===== config.mk =====
export PLATFORM = sky130hd
export DESIGN_NAME = ppcm_arbiter
export DESIGN_NICKNAME = d
export VERILOG_FILES = /design/src/rtl/ppcm_arbiter_pkg.sv /design/src/rtl/ppcm_rr_picker.sv /design/src/rtl/ppcm_arbiter.sv
export SDC_FILE = /design/constraint.sdc
export NUM_CORES = 1
export LEC_CHECK = 0
export ABC_AREA = 1
export CORE_ASPECT_RATIO = 0.6
export CORE_UTILIZATION = 24
export CTS_CLUSTER_SIZE = 40
export DETAILED_ROUTE_END_ITERATION = 6
export PLACE_DENSITY = 0.77
export SLEW_MARGIN = 20
export SYNTH_ARGS = -nofsm -noshare
export SYNTH_HDL_FRONTEND = slang
export SYNTH_SLANG_ARGS = --single-unit

===== constraint.sdc =====
create_clock -name clk -period 1.45 [get_ports clk]
set_input_delay 0.145 -clock clk [delete_from_list [all_inputs] [get_ports clk]]
set_output_delay 0.145 -clock clk [all_outputs]
set_load 0.05 [all_outputs]

===== src/rtl/ppcm_arbiter_pkg.sv =====
// Shared types and helpers for the parallel-PCM arbiter slice.
package ppcm_arbiter_pkg;

  // Arbiter FSM states
  typedef enum logic [1:0] {
    S_INIT   = 2'd0,
    S_IDLE   = 2'd1,
    S_ISSUE  = 2'd2,
    S_ACTIVE = 2'd3
  } arb_state_e;

  localparam int MAX_MASTERS = 4;

  // Bits needed to hold an index 0..n-1 (never less than one bit)
  function automatic int get_width(input int n);
    return (n <= 2) ? 1 : $clog2(n);
  endfunction

endpackage


===== src/rtl/ppcm_rr_picker.sv =====
// Combinational rotating-priority picker: the lowest requesting index at or
// after i_ptr (wrapping) wins. o_win is one-hot, or zero when nothing requests.
module ppcm_rr_picker
  import ppcm_arbiter_pkg::*;
#(
  parameter int NUM_MASTERS = 2,
  parameter int PW          = get_width(NUM_MASTERS)
) (
  input  logic [NUM_MASTERS-1:0] i_req,
  input  logic [PW-1:0]          i_ptr,
  output logic [NUM_MASTERS-1:0] o_win
);

  logic [PW-1:0] w_idx;

  // Scan from farthest to nearest so the nearest requester is written last
  always_comb begin
    o_win = '0;
    w_idx = '0;
    for (int k = NUM_MASTERS - 1; k >= 0; k--) begin
      w_idx = PW'((int'(i_ptr) + k) % NUM_MASTERS);
      if (i_req[w_idx]) begin
        o_win        = '0;
        o_win[w_idx] = 1'b1;
      end
    end
  end

endmodule


===== src/rtl/ppcm_arbiter.sv =====
// ppcm_arbiter: shares one read-only parallel-PCM core among NUM_MASTERS
// requesters. One master owns the core per transaction (word or 16-byte
// burst); ack is routed to the owner only, read data is broadcast.
// Build option: define PPCM_ARB_FIXED_PRIO_EN for fixed priority (master 0
// highest, no rotating pointer). Default build is round robin.
module ppcm_arbiter
  import ppcm_arbiter_pkg::*;
#(
  parameter int NUM_MASTERS = 2,
  parameter int ADDR_BITS   = 24
) (
  input  logic                                 clk,
  input  logic                                 rst,
  input  logic [NUM_MASTERS-1:0]               m_cs,
  input  logic [NUM_MASTERS*(ADDR_BITS-2)-1:0] m_addr,
  input  logic [NUM_MASTERS-1:0]               m_burst,
  output logic [31:0]                          m_dout,
  output logic [NUM_MASTERS-1:0]               m_busy,
  output logic [NUM_MASTERS-1:0]               m_ack,
  output logic [NUM_MASTERS-1:0]               grant,
  output logic                                 core_cs,
  output logic [ADDR_BITS-3:0]                 core_addr,
  output logic                                 core_burst,
  input  logic [31:0]                          core_dout,
  input  logic                                 core_busy,
  input  logic                                 core_ack
);

  localparam int AW = ADDR_BITS - 2;
  localparam int PW = get_width(NUM_MASTERS);

  arb_state_e             r_state;
  arb_state_e             w_state_nxt;
  logic [NUM_MASTERS-1:0] r_grant;
  logic [NUM_MASTERS-1:0] w_grant_nxt;
  logic [NUM_MASTERS-1:0] w_win;
  logic [PW-1:0]          w_ptr;
  logic [PW-1:0]          w_gidx;
  logic                   w_gvld;
  logic                   w_gcs;

  ppcm_rr_picker #(
    .NUM_MASTERS (NUM_MASTERS),
    .PW          (PW)
  ) u_picker (
    .i_req (m_cs),
    .i_ptr (w_ptr),
    .o_win (w_win)
  );

  // Binary index of the registered owner, used by the request mux
  always_comb begin
    w_gidx = '0;
    for (int i = 0; i < NUM_MASTERS; i++) begin
      if (r_grant[i]) w_gidx = PW'(i);
    end
  end

  assign w_gvld     = |r_grant;
  assign w_gcs      = |(m_cs & r_grant);
  assign core_addr  = w_gvld ? m_addr[int'(w_gidx)*AW +: AW] : '0;
  assign core_burst = |(m_burst & r_grant);

  assign m_dout = core_dout;
  assign m_ack  = {NUM_MASTERS{core_ack}} & r_grant;
  assign grant  = r_grant;
  // Owner stalls for its whole transaction; others stall while they wait
  assign m_busy = {NUM_MASTERS{r_state == S_INIT}}
                | (r_grant & {NUM_MASTERS{r_state != S_IDLE}})
                | (m_cs & ~r_grant);

`ifdef PPCM_ARB_FIXED_PRIO_EN
  assign w_ptr = '0;
`else
  logic [PW-1:0] r_ptr;
  logic          w_advance;

  // A completed transaction hands first pick to the next master up
  assign w_advance = (r_state == S_ACTIVE) && !core_busy;

  // Round-robin pointer; aborted transactions leave it untouched
  always_ff @(posedge clk) begin
    if (rst)            r_ptr <= '0;
    else if (w_advance) r_ptr <= PW'((int'(w_gidx) + 1) % NUM_MASTERS);
  end

  assign w_ptr = r_ptr;
`endif

  // Next state, next grant and the core chip-select for the current state
  always_comb begin
    w_state_nxt = r_state;
    w_grant_nxt = r_grant;
    core_cs     = 1'b0;
    case (r_state)
      S_INIT: begin
        // core_busy stays high for the whole core init
        if (!core_busy) w_state_nxt = S_IDLE;
      end
      S_IDLE: begin
        if (|m_cs) begin
          w_grant_nxt = w_win;
          w_state_nxt = S_ISSUE;
        end
      end
      S_ISSUE: begin
        core_cs = w_gcs;
        if (core_busy) begin
          w_state_nxt = S_ACTIVE;
        end else if (!w_gcs) begin
          // owner withdrew before the core started: no ack, no pointer move
          w_grant_nxt = '0;
          w_state_nxt = S_IDLE;
        end
      end
      S_ACTIVE: begin
        // cs drops in the same cycle busy falls so the core never restarts
        core_cs = w_gcs & core_busy;
        if (!core_busy) begin
          w_grant_nxt = '0;
          w_state_nxt = S_IDLE;
        end
      end
      default: begin
        w_grant_nxt = '0;
        w_state_nxt = S_INIT;
      end
    endcase
  end

  // State and grant registers
  always_ff @(posedge clk) begin
    if (rst) begin
      r_state <= S_INIT;
      r_grant <= '0;
    end else begin
      r_state <= w_state_nxt;
      r_grant <= w_grant_nxt;
    end
  end

endmodule


==> results.yml, run 1 <==
critical_path:
  critPathMaxFanout: 2
  path_buf_inv: 3
  cp_cell_sequence: "inv_2 > ha_4 > a21boi_4 > a31oi_1 > inv_1 > buf_12"
  slowest_stage: "dfxtp_2"
  critPathCaptureType: "output port"
  arrival_ns: 1.28
  crit_required_ns: 1.31
  worst_setup_path_start_kind: "flip-flop"
  slowest_delay_ns: 0.34
  worstSetupPathType: "reg -> out"
  path_delay_family: "flip-flops"
timing:
  max_clock_freq_mhz: 701
  post-route-min-period_ns: 1.43
  finalSetupViolCount: 0
  hold_viol_final: 0
  worst_slack_ns: 0.0241
  slew_headroom_pct: 80.0
  hold-worst-slack_ns: 0.290
  finalClockSkew_ns: 0.00188
  period_share_pct: 98.3
  final_max_slew_viol_count: 0
  rsz0062_at_grt: "true"
  tightestPinTransition_ns: 0.299
yosys:
  synth.area.mux_share_pct: 0
  synth_fa_ha_area_share_pct: 4.85
  synth-xor-area-share_pct: 0
  ys_ff_latch: 5
  synth_area_um2: 1030
  synth-compound-area-share_pct: 18.2
  synthCells: 178
  seq_area_frac_synth_pct: 9.70
  ys_types: 22
  synth.area.top_cells: "buf_4 25%, nor2_1 12%, nand2_1 11%"
  yosys.area.top_type: "buf_4"
  synth-simple-area-share_pct: 32.0
  async_reset_ff_share_pct: 0
  synth_top_area_share_pct: 24.7
  synthesis.nets: 266
  synth_top_family_by_area: "buffers and inverters"
  synthTopCellsByCount: "34 x buf_4, 33 x nor2_1, 30 x nand2_1"
  syn_avg_cell_area_um2: 5.80
  yosys_warnings: 0
  yosysMostFrequentCell: "buf_4"
  synth-main-ff-cell: "dfxtp_1"
  synth_edf_count: 0
detailed_routing:
  drc: 0
  wl_um: 3530
  vias_per_cell: 4.39
  drt_iter0_drc: 35
  drtAntennaViolNets: 0
  wl_per_cell_um: 11.9
  dr.pass1.iters: 4
  via_count: 1295
global_routing:
  grt_first_pass_wirelength_um: 5170
  grt_busiest_layer: "met2"
  use_met2_pct: 23.4
  grt_pass1_vias: 1137
  grt_use_total_pct: 14.8
  gr-total-overflow: 0
  grt_max_degree: 31
  antenna_found_initial: 0
  grt_use_met3_pct: 8.03
  grt_use_met1_pct: 17.5
finish:
  area_growth_pct: 93.3
  final_nets: 324
  final_cell_area_um2: 2000
  diodes: 0
  final_util_pct: 48.4
  drive_above_1_share_pct: 34.5
floorplanning:
  dieArea_um2: 4580
  row_count: 18
  die_w_um: 86.7
  die_h_um: 52.8
  io_pins: 146
  initial_utilization_pct: 25.0
  core_um2: 4120
placement:
  dp_slack_ns: 0.0298
  place.gp.congestion: 0.857
  dp_hpwl_um: 2540
  portBuffers: 81
  dpl_cell_area_um2: 1840
pwr:
  combPwrFrac_pct: 89.4
  p_seq_share_pct: 5.8
  p_int_mw: 2.27
  p_per_area_nw_per_um2: 2660
  switchingPower_mw: 3.04
  p_leak_nw: 0.969
  p_clk_share_pct: 4.8
  ir_worst_vdd_mv: 1.44
  swShare_pct: 57.2
worst_hold_path:
  hp-class: "in -> out"
clock_network:
  clk_latency_ns: 0.22
  postCtsHoldBufs: 0
  root_buffer: "clkbuf_8"
  htreeDepth: 1
  clk_pin_slew_ns: 0.04
  cts.sinks: 5
  cts_tree: "yes"
  cts_buffer_depth: 2
  cts_buffers: 3
job:
  cap_violations: 0
run_status:
  status: "complete, no violations"
-- per-stage QoR --
step	TNS, ns	total power, mW	std cells
final	0	5.31	295
after global routing	-0.0188	5.61	295
after CTS	0	5.27	294
after detailed placement	0	4.82	283
after global placement	0	4.77	283
after floorplan	-0.150	3.33	178
-- area by class of cell --
cell class	count	area, um^2
Fill cell	416	2130
Clock buffer	4	45.0
Sequential cell	5	110
Inverter	20	75.1
Multi-Input combinational cell	112	636
Tap cell	60	75.1
Timing Repair Buffer	94	1050
-- cell families (layout without fill, tap and decap cells) --
kind of cell | count (synthesis) | in the layout
flops | 5 | 5
fa+ha+maj | 4 | 4
buf+inv | 61 | 118
simple gates | 75 | 75
compound gates | 33 | 33
-- state kept, by name, summed over array words and instances, names as in the netlist --
signal and count:
grant 2, r_ptr 1, r_state 2
-- what timing repair did --
| action | in CTS | in global routing |
|---|---|---|
| gates resized for setup | 6 | 8 |
| pin swaps | 0 | 4 |
| endpoints found under the setup margin | 1 | 15 |
| endpoints found under the hold margin | 0 | 0 |
| setup buffers | 7 | 1 |
-- layer usage --
metal / share of wire [%] / up-vias
met4: 0.99 / 0
met1: 43 / 570
met5: 0 / -
met3: 12 / 6
met2: 44 / 82
li1: - / 637
-- layout by cell type, fill, tap and decap left out, drive strengths merged, types with 2 or more instances in the layout --
master / instances
dfxtp: 5
inv: 20
nor2: 36
a21oi: 18
o21ai: 8
clkbuf: 4
buf: 43
clkdlybuf4s50: 49
nand2: 34
o211ai: 3
dlymetal6s2s: 2
ha: 4
nand3: 5
-- path summary, 6_finish.rpt --
path / end / slack [ns] / startpoint / depth (start not counted)
hold reg to reg: r_state[1] / 0.55 / r_state[1] / 2
setup / recovery: core_cs / 0.02 / r_state[0] / 6
setup reg to reg: grant[1] / 0.06 / r_state[0] / 9
hold / removal: m_dout[2] / 0.29 / core_dout[2] / 0
-- power by group through the flow --
stage	combinational, mW	sequential [mW]	clock (mW)
3_5_place_dp	4.45	0.366	0
5_1_grt	5.02	0.320	0.272
2_1_floorplan	3.04	0.291	0
3_3_place_gp	4.40	0.368	0
4_1_cts	4.72	0.287	0.265
6_report	4.74	0.306	0.257
No activity file was read; power rests on OpenSTA's default activity.
==> run 2: changes to the inputs <==
ABC_AREA = unset   (was 1)
CORE_UTILIZATION = 22   (was 24)
GPL_TIMING_DRIVEN = 0   (was unset)
PLACE_DENSITY = 0.78   (was 0.77)
==> run 2 against run 1 <==
Non-clock buffer count grew 65. Register-to-register slack worse by 0.05 ns. Highest routed layer is now met3. The flow now finishes with violations (setup timing). Global-route usage up 1.9 points. Critical path depth fell by 1. Critical path type unchanged.
==> results.yml, run 2 <==
run_status:
  status: "finished, violations left"
  violations: "setup timing"
critical_path:
  arrival_ns: 1.31
  critPathMaxFanout: 10
  worstSetupPathType: "reg -> out"
  critPathCaptureType: "output port"
  worst_setup_path_start_kind: "flip-flop"
  crit_required_ns: 1.31
  rrSetupSlack_ns: 0.01
worst_hold_path:
  hp-class: "in -> reg"
detailed_routing:
  drtAntennaViolNets: 0
  wl_per_cell_um: 13.6
  via_count: 1209
  dr.pass1.iters: 4
  wl_um: 3770
  drc: 0
  drt_iter0_drc: 31
  vias_per_cell: 4.35
yosys:
  synthesis.nets: 194
  yosys.area.top_type: "buf_4"
  synth_top_area_share_pct: 29.3
  ys_types: 26
  synth_area_um2: 871
  synth-main-ff-cell: "dfxtp_1"
  synthCells: 106
  seq_area_frac_synth_pct: 11.5
  async_reset_ff_share_pct: 0
  synthTopCellsByCount: "34 x buf_4, 24 x a22o_1, 5 x dfxtp_1"
  yosysMostFrequentCell: "buf_4"
  synth.area.top_cells: "buf_4 29%, a22o_1 24%, dfxtp_1 11%"
  ys_ff_latch: 5
  synth_edf_count: 0
  yosys_warnings: 0
  syn_avg_cell_area_um2: 8.22
clock_network:
  cts.sinks: 5
  clk_latency_ns: 0.22
  root_buffer: "clkbuf_8"
  clk_pin_slew_ns: 0.03
  cts_tree: "yes"
  postCtsHoldBufs: 0
  cts_buffers: 3
  cts_buffer_depth: 2
  htreeDepth: 1
global_routing:
  grt_max_degree: 11
  grt_first_pass_wirelength_um: 5600
  grt_pass1_vias: 1104
  grt_use_total_pct: 16.7
  gr-total-overflow: 0
  antenna_found_initial: 0
timing:
  rsz0062_at_grt: "true"
  final_max_slew_viol_count: 0
  hold_viol_final: 0
  worst_slack_ns: -0.000151
  slew_headroom_pct: 66.4
  finalSetupViolCount: 1
  tightestPinTransition_ns: 0.502
  max_clock_freq_mhz: 690
  finalClockSkew_ns: 0.00236
  post-route-min-period_ns: 1.45
  period_share_pct: 100
floorplanning:
  dieArea_um2: 4220
  io_pins: 146
  initial_utilization_pct: 23.4
  core_um2: 3720
  row_count: 17
  die_h_um: 50.7
  die_w_um: 83.2
finish:
  mostFrequentLayoutCells: "81 x clkdlybuf4s50_1, 41 x buf_4, 21 x a22o_2, 20 x buf_6, 5 x clkbuf_4"
  area_growth_pct: 166
  final_nets: 320
  nFillCells: 341
  final_common_cell: "clkdlybuf4s50_1"
  diodes: 0
  drive_above_1_share_pct: 48.9
  final_util_pct: 62.2
pwr:
  p_leak_nw: 1.02
  ir_worst_vdd_mv: 0.871
  power_mw: 3.29
  p_per_area_nw_per_um2: 1420
placement:
  place.gp.congestion: 0.773
  portBuffers: 113
  dp_hpwl_um: 2940
job:
  cap_violations: 0
-- run 2: cell count changes after synthesis, sizes merged, moves of 3 or more --
cell	change
a22o	+23
o21ai	-5
nand3	-3
nor2	-35
nor2b	+3
inv	-16
nand2	-33
a21oi	-16
o211ai	-3
mux2i	+4
buf	-4
or2b	+3
-- run 2: area by class of cell --
type	count	area, um^2	share of cell area, %
plain buffers	38	297	12.8
inverters	4	20.0	0.865
well taps	47	58.8	2.54
clock buffers	4	45.0	1.95
flip-flops and latches	5	113	4.87
repair buffers	121	1210	52.5
multi-input cells	59	567	24.5
-- run 2: worst paths after layout --
| kind | from | end | cells past startpoint |
|---|---|---|---|
| setup / recovery | grant[1] | core_addr[12] | 5 |
| hold / removal | m_cs[1] | grant[1] | 3 |
| setup reg to reg | r_state[1] | r_state[1] | 5 |
| hold reg to reg | r_ptr | r_ptr | 2 |
-- run 2: stage by stage --
stage	hold WS (ns)	setup TNS (ns)	std cells	cell area, um^2	worst slack, ns
after floorplan	0.214	-0.254	106	901	-0.127
after global placement	0.483	-16.73	266	2090	-0.651
after detailed placement	0.499	-16.19	266	2090	-0.637
after CTS	0.428	0	274	2200	0.000172
after global routing	0.350	-0.997	278	2310	-0.0610
final	0.316	-0.000151	278	2310	-0.000151
-- run 2: metal layers --
metal  share of wire (%)  up-vias  GRT usage (%)  routed length, um
li1                    -      606              -                  -
met1                  42      550           21.7               1600
met2                  50       53           28.6               1900
met3                 7.1        0           5.10                268
met4                   0        0          0.862                  0
met5                   0        -              0                  0
-- run 2: logic make-up after synthesis --
logic type | count (synthesis) | share of synthesized area [%]
simple gates | 16 | 11.8
fa+ha+maj | 4 | 5.75
buf+inv | 42 | 33.0
mux | 4 | 4.60
flops | 5 | 11.5
compound gates | 35 | 33.3
-- run 2: what timing repair did --
item | 4_1_cts | 5_1_grt
setup buffers | 3 | 4
gates resized for setup | 197 | 24
endpoints found under the setup margin | 34 | 31
pin swaps | 3 | 4
cloned | 1 | 0
-- run 2: worst max-delay path, cell delays in order, from the launching register on --
cell,delay [ns]
dfxtp_2,0.33
buf_6,0.13
nor2b_4,0.16
buf_6,0.16
a22o_2,0.15
buf_6,0.15
-- run 2: report_power, final --
part,internal [mW],switching (mW)
Sequential,0.205,0.0846
Combinational,1.17,1.57
Clock,0.189,0.0706
